## config.mk

```make
export PLATFORM = sky130hd
export DESIGN_NAME = seq_detect_param
export DESIGN_NICKNAME = d
export VERILOG_FILES = /design/src/rtl/fsm_lib_pkg.sv /design/src/rtl/sat_counter.sv /design/src/rtl/seq_detect_param.sv
export SDC_FILE = /design/constraint.sdc
export NUM_CORES = 1
export LEC_CHECK = 0
export CAP_MARGIN = 20
export CELL_PAD_IN_SITES_DETAIL_PLACEMENT = 1
export CELL_PAD_IN_SITES_GLOBAL_PLACEMENT = 1
export CORE_ASPECT_RATIO = 0.9
export CORE_MARGIN = 5
export CORE_UTILIZATION = 40
export CTS_BUF_LIST = sky130_fd_sc_hd__clkbuf_8
export DETAILED_ROUTE_END_ITERATION = 10
export HOLD_SLACK_MARGIN = 0.06
export PLACE_DENSITY_LB_ADDON = 0.1
export SETUP_SLACK_MARGIN = 0.02
export SLEW_MARGIN = 20
export SYNTH_ARGS = -nofsm -noshare
export SYNTH_HDL_FRONTEND = slang
export SYNTH_SLANG_ARGS = --single-unit
```

## constraint.sdc

```tcl
create_clock -name clk -period 3.3 [get_ports clk]
set_input_delay 0.33 -clock clk [delete_from_list [all_inputs] [get_ports clk]]
set_output_delay 0.33 -clock clk [all_outputs]
set_load 0.02 [all_outputs]
```

## src/rtl/fsm_lib_pkg.sv

```systemverilog
// ============================================================================
// fsm_lib_pkg : shared state encoding and helpers for the FSM library
// Revision    : 1.0
// ============================================================================
`default_nettype none

package fsm_lib_pkg;

   typedef enum logic [0:0] {
      UNCFG = 1'b0,
      RUN   = 1'b1
   } seq_state_t;

   // True when a requested pattern length is usable: 1..max inclusive.
   function automatic logic min_len_ok(input int unsigned len, input int unsigned max);
      return (len != 0) && (len <= max);
   endfunction

endpackage

`default_nettype wire

```

## src/rtl/sat_counter.sv

```systemverilog
// ============================================================================
// sat_counter : event counter that holds at all-ones; clear beats increment
// Revision    : 1.0
// ============================================================================
`default_nettype none

module sat_counter #(
   parameter int W = 16
) (
   input  logic         clk,
   input  logic         rst,
   input  logic         inc,
   input  logic         clr,
   output logic [W-1:0] cnt
);

   always_ff @(posedge clk) begin
      if (rst) begin
         cnt <= '0;
      end else if (clr) begin
         cnt <= '0;
      end else if (inc && (cnt != '1)) begin
         cnt <= cnt + W'(1);
      end
   end

endmodule

`default_nettype wire

```

## src/rtl/seq_detect_param.sv

```systemverilog
// ============================================================================
// seq_detect_param : programmable serial pattern detector (1..MAX_LEN bits)
// Revision         : 1.0
// ============================================================================
`default_nettype none

module seq_detect_param
   import fsm_lib_pkg::*;
#(
   parameter int MAX_LEN = 8,
   parameter int LEN_W   = $clog2(MAX_LEN + 1),
   parameter int CNT_W   = 16
) (
   input  logic               clk,
   input  logic               rst,
   input  logic               cfg_load,
   input  logic [MAX_LEN-1:0] cfg_pattern,
   input  logic [LEN_W-1:0]   cfg_len,
   input  logic               cfg_overlap,
   output logic               cfg_err,
   input  logic               in_valid,
   input  logic               in,
   output logic               match,
   input  logic               cnt_clr,
   output logic [CNT_W-1:0]   match_cnt,
   output logic               armed
);

   localparam logic [LEN_W-1:0] c_fill_max = LEN_W'(MAX_LEN);
   localparam logic [MAX_LEN:0] c_one      = (MAX_LEN + 1)'(1);

   seq_state_t         r_state;
   logic [MAX_LEN-1:0] r_hist;
   logic [LEN_W-1:0]   r_fill;
   logic [MAX_LEN-1:0] r_pattern;
   logic [LEN_W-1:0]   r_len;
   logic               r_overlap;

   logic               w_cfg_ok;
   logic               w_consume;
   logic [MAX_LEN-1:0] w_hist_n;
   logic [LEN_W-1:0]   w_fill_n;
   logic [MAX_LEN:0]   w_mask_full;
   logic [MAX_LEN-1:0] w_mask;

   assign w_cfg_ok  = min_len_ok(32'(cfg_len), MAX_LEN);
   // A load in the same cycle as a valid bit wins; that bit is dropped.
   assign w_consume = (r_state == RUN) && in_valid && !cfg_load;

   assign w_hist_n    = {r_hist[MAX_LEN-2:0], in};
   assign w_fill_n    = (r_fill == c_fill_max) ? r_fill : r_fill + LEN_W'(1);
   assign w_mask_full = (c_one << r_len) - c_one;
   assign w_mask      = w_mask_full[MAX_LEN-1:0];

   assign match = w_consume && (w_fill_n >= r_len) &&
                  (((w_hist_n ^ r_pattern) & w_mask) == '0);

   assign armed = (r_state == RUN);

   always_ff @(posedge clk) begin
      if (rst) begin
         r_state   <= UNCFG;
         r_hist    <= '0;
         r_fill    <= '0;
         r_pattern <= '0;
         r_len     <= '0;
         r_overlap <= 1'b0;
         cfg_err   <= 1'b0;
      end else begin
         cfg_err <= cfg_load && !w_cfg_ok;
         if (cfg_load && w_cfg_ok) begin
            r_state   <= RUN;
            r_pattern <= cfg_pattern;
            r_len     <= cfg_len;
            r_overlap <= cfg_overlap;
            r_hist    <= '0;
            r_fill    <= '0;
         end else if (w_consume) begin
            r_hist <= w_hist_n;
            // Emptying the fill count keeps matched bits out of later windows.
            r_fill <= (match && !r_overlap) ? '0 : w_fill_n;
         end
      end
   end

   sat_counter #(
      .W   (CNT_W)
   ) u_match_cnt (
      .clk (clk),
      .rst (rst),
      .inc (match),
      .clr (cnt_clr),
      .cnt (match_cnt)
   );

endmodule

`default_nettype wire

```

Word-level counts from Yosys, hierarchy flattened --
Cells that the tools add are included.
Operators by class: add/sub/neg operators 3, order comparisons 2, equality and inequality tests 2, shift-type cells 1, mux-type cells 2, bitwise operators 2, reductions and logical operators 16
Operators by type and width (count):
- $add A16 B1 Y16 const B | 1
- $ne A16 B16 Y1 const B | 1
- $logic_and A1 B1 Y1 | 9
- $and A8 B8 Y8 | 1
- $logic_not A8 Y1 | 1
- $mux W4 | 2
- $shl A1 B4 Y8 const A | 1
- $sub A8 B1 Y8 const B | 1
- $xor A8 B8 Y8 | 1
- $add A4 B1 Y4 const B | 1
- $eq A4 B4 Y1 const B | 1
- $ge A4 B4 Y1 | 1
- $le A4 B4 Y1 const B | 1
- $reduce_bool A4 Y1 | 1
- $reduce_or A2 Y1 | 2
- $logic_not A1 Y1 | 3
Storage, ports and cells: bits in registers 42, input port bits 19, output and inout bits 19

Logic depth before layout (Yosys ltp) --
word-level depth 7, gate-level depth with buffers 14, gate-level depth less buffers 12

Cells and area by module --
A second synthesis with hierarchy kept.
Second synthesis, totals: cells, all modules 270, area, all modules 2302.2 um^2
By module, submodules not included:
- seq_detect_param | instances 1, cells an instance 168, area an instance 1385.1 um^2, seq. area each 520.5 um^2
- sat_counter | instances 1, cells an instance 102, area an instance 917.1 um^2, seq. area each 320.3 um^2

Least setup slack after synthesis --
Ideal clock, no wire load.
kind register -> register, from register r_len[3], to register u_match_cnt.cnt[13], data arrival time 2.812 ns, required time 3.230 ns, slack 0.417 ns, cell stages (with the launch flop) 11, period minus slack after synthesis 2.883 ns, cell sequence dfxtp_1 -> buf_6 -> or4_4 -> ha_1 -> o21bai_1 -> a32o_1 -> a32o_1 -> clkbuf_1 -> or3_1 -> or3_1 -> a21oi_1
Between the ends: longest elaborated chain between the ends 6, elaborated cells between the ends (all ways) 8
Ends and longest elaborated chain:
- start, declared | RTL line seq_detect_param.sv:36 | logic [LEN_W-1:0] r_len;
- start signal, assigned | RTL line seq_detect_param.sv:74 | r_len <= cfg_len;
- $shl A1 B4 Y8 | RTL line seq_detect_param.sv:52 | assign w_mask_full = (c_one << r_len) - c_one;
- $sub A8 B1 Y8 | RTL line seq_detect_param.sv:52
- $and A8 B8 Y8 | RTL line seq_detect_param.sv:56 | (((w_hist_n ^ r_pattern) & w_mask) == '0);
- $logic_not A8 Y1 | RTL line seq_detect_param.sv:56
- $logic_and A1 B1 Y1 (*) | RTL line seq_detect_param.sv:55 | assign match = w_consume && (w_fill_n >= r_len) &&
- $logic_and A1 B1 Y1 (*) | RTL line sat_counter.sv:22 | end else if (inc && (cnt != '1)) begin
- end signal, assigned | RTL line sat_counter.sv:23 | cnt <= cnt + W'(1);
- end, declared | RTL line sat_counter.sv:14 | output logic [W-1:0] cnt
Mark *: on every way between the ends. The rest lies on a longest branch, timed or not. A chain may end at the register's enable or synchronous reset.

Final worst setup path --
from register r_len[3], to output port match
Between the ends: longest elaborated chain between the ends 5, elaborated cells between the ends (all ways) 7
Ends and longest elaborated chain:
- $shl A1 B4 Y8 | RTL line seq_detect_param.sv:52
- $sub A8 B1 Y8 | RTL line seq_detect_param.sv:52
- $and A8 B8 Y8 | RTL line seq_detect_param.sv:56
- $logic_not A8 Y1 | RTL line seq_detect_param.sv:56
- $logic_and A1 B1 Y1 (*) | RTL line seq_detect_param.sv:55
- end, declared | RTL line seq_detect_param.sv:23 | output logic match,
Marked as above.

==> flow_summary.toml <==
[flow_run]
maxCapViolCount = 0

[clock_tree]
clkTransAtPathRegs_ns = 0.09
ctsResizeCount = 0
clock_path_buffers = 2
cts_tree = "yes"
clkLatencyLatePin_ns = 0.30
cts.sinks = 42
h-tree-depth = 2
cts_setup_buffers = 0
cts_root_buf = "clkbuf_8"
numCtsBuffers = 5
hold_buffers = 0

[route]
wl_met1_um = 3160
via_per_inst = 5.60
highest_layer = "met4"
post_drt_wl_per_cell_um = 16.5
drtIter0Drc = 89
wl_um = 6290
drc = 0
dr_total_vias = 2140
antenna_left = 0
dr_wl_met2_um = 2840
route.met3.wl_um = 236
first_pass_iters = 4

[layout]
stdcell_area_um2 = 2800
antenna_cells = 0
utilization = 0.527
area_growth_syn_to_layout_pct = 26.3
final_nets = 341
n_fill_cell = 661
drive_gt1_frac = 0.0825

[pwr]
power.density_nw_per_um2 = 389
ir_drop_mv = 0.211
p_leak_nw = 0.963

[sta]
hold_viol = 0
period_needed_ns = 3.17
tns_ns = 0
max_freq_mhz = 316
fin_skew_ns = 0.00469
relSlewSlack = 0.615
setup_violations = 0
tightest_slew_ns = 0.576
slew_violations = 0
period_share = 0.959
rsz0062_at_grt = "false"

[yosys]
synth_top_area_frac = 0.379
ys_types = 41
ys.flop_type = "dfxtp_1"
ys_warn_count = 0
syn_area_per_cell_um2 = 8.09
synth_common_cells = "42 x dfxtp_1, 36 x nand2_1, 34 x a21oi_1, 19 x nand3_1, 16 x nor2_1"
syn_area_um2 = 2220
synth-seq-area-share = 0.379
netlist_instances = 274
yosysMostFrequentCell = "dfxtp_1"
yosys.area.top_type = "dfxtp_1"
postSynthRegisterBits = 42
synth_edf_count = 0
synthArstFlopShare = 0
synth_area_leaders = "dfxtp_1 38%, a21oi_1 7.7%, nand2_1 6.1%"
synth_nets = 301

[hold_path]
holdCritPathClass = "reg2reg"

[die]
die_area_um2 = 7130
core-area_um2 = 5320
ioPinCount = 38
rows = 25
die_w_um = 88.5
die_h_um = 80.6
floorplan.initialDensity = 0.417

[placement]
io_buffers = 37
post-dp-hpwl_um = 4780
routabilityCongestion = 0.868
dpl_cell_area_um2 = 2680

[critical_path]
critPathLaunchType = "register"
crit_fanout = 14
end_kind = "primary output"
cp.required_ns = 2.97
worstPathArrival_ns = 2.84
path_class = "reg2out"

[grt]
grt_overflow = 0
antenna_found_initial = 0
grt_pass1_vias = 2155
grtUsageTotal = 0.187
grt_max_degree = 27
grt_pass1_wl_um = 10400

[run_status]
status = "completed"
## cells in the final DEF (no fill, tap or decap), drive strengths merged, types with 11 or more instances in the layout
master,synthesis,layout
a21oi,34,34
buf,6,11
clkdlybuf4s50,0,37
dfxtp,42,42
inv,10,11
nand2,36,36
nand3,19,19
nor2,16,16
o21ai,12,12
or3,12,12
## report_power, final
part           leakage [nW]  switching, mW  internal (mW)
clock                0.0585          0.197          0.227
sequential            0.340        0.00837          0.517
combinational         0.565         0.0770         0.0639
## cell families (layout without fill, tap and decap cells)
kind of cell / after synthesis / count (layout) / synth area share
AND/OR/NAND/NOR: 112 / 112 / 0.258
AO/OA/AOI/OAI: 71 / 71 / 0.201
flip-flops: 42 / 42 / 0.379
buffers and inverters: 25 / 66 / 0.0508
XOR/XNOR: 12 / 12 / 0.0474
adder cells (fa/ha/maj): 8 / 8 / 0.0451
multiplexers: 4 / 4 / 0.0181
## path summary, 6_finish.rpt
path / from / endpoint / slack (ns) / cells after the start
max: r_len[3] / match / 0.13 / 7
min: r_pattern[1] / r_pattern[1] / 0.47 / 2
max reg2reg: r_len[3] / u_match_cnt.cnt[2] / 0.40 / 9
min reg2reg: r_pattern[1] / r_pattern[1] / 0.47 / 2
## area by class of cell
type | instances | area, um^2 | area share
clock inverter | 3 | 43.8 | 0.0156
inverter | 10 | 37.5 | 0.0134
timing repair buffer | 48 | 453 | 0.162
tap | 67 | 83.8 | 0.0299
sequential | 42 | 841 | 0.300
multi-input combinational | 207 | 1270 | 0.454
clock buffer | 5 | 68.8 | 0.0246
## through the flow
stage | setup WS, ns | std cells | hold slack (ns) | power [mW]
finish | 0.135 | 382 | 0.473 | 1.09
global route | 0.0523 | 382 | 0.503 | 1.14
CTS | 0.0584 | 382 | 0.478 | 1.10
detailed placement | 0.353 | 374 | 0.465 | 0.677
global placement | 0.441 | 374 | 0.455 | 0.672
floorplan | 0.417 | 274 | 0.448 | 0.617
## state kept, by name (all words and copies together), names as in the netlist
name / flops
cfg_err: 1
r_fill: 4
r_len: 4
armed: 1
r_overlap: 1
r_pattern: 8
u_match_cnt.cnt: 16
r_hist: 7
## critical path, cell delays in order (launching register included)
cell and delay, ns:
dfxtp_1 0.32, or4_4 0.54, ha_1 0.23, o21bai_1 0.16
a32o_1 0.25, a32o_2 0.30, nor2_1 0.13, clkdlybuf4s50_1 0.61
## routing by layer
metal  track usage  up-vias
li1              -     1071
met1         0.263     1030
met2         0.294       34
met3        0.0328        5
met4        0.0453        0
met5             0        -
(Power assumes the default switching activity.)
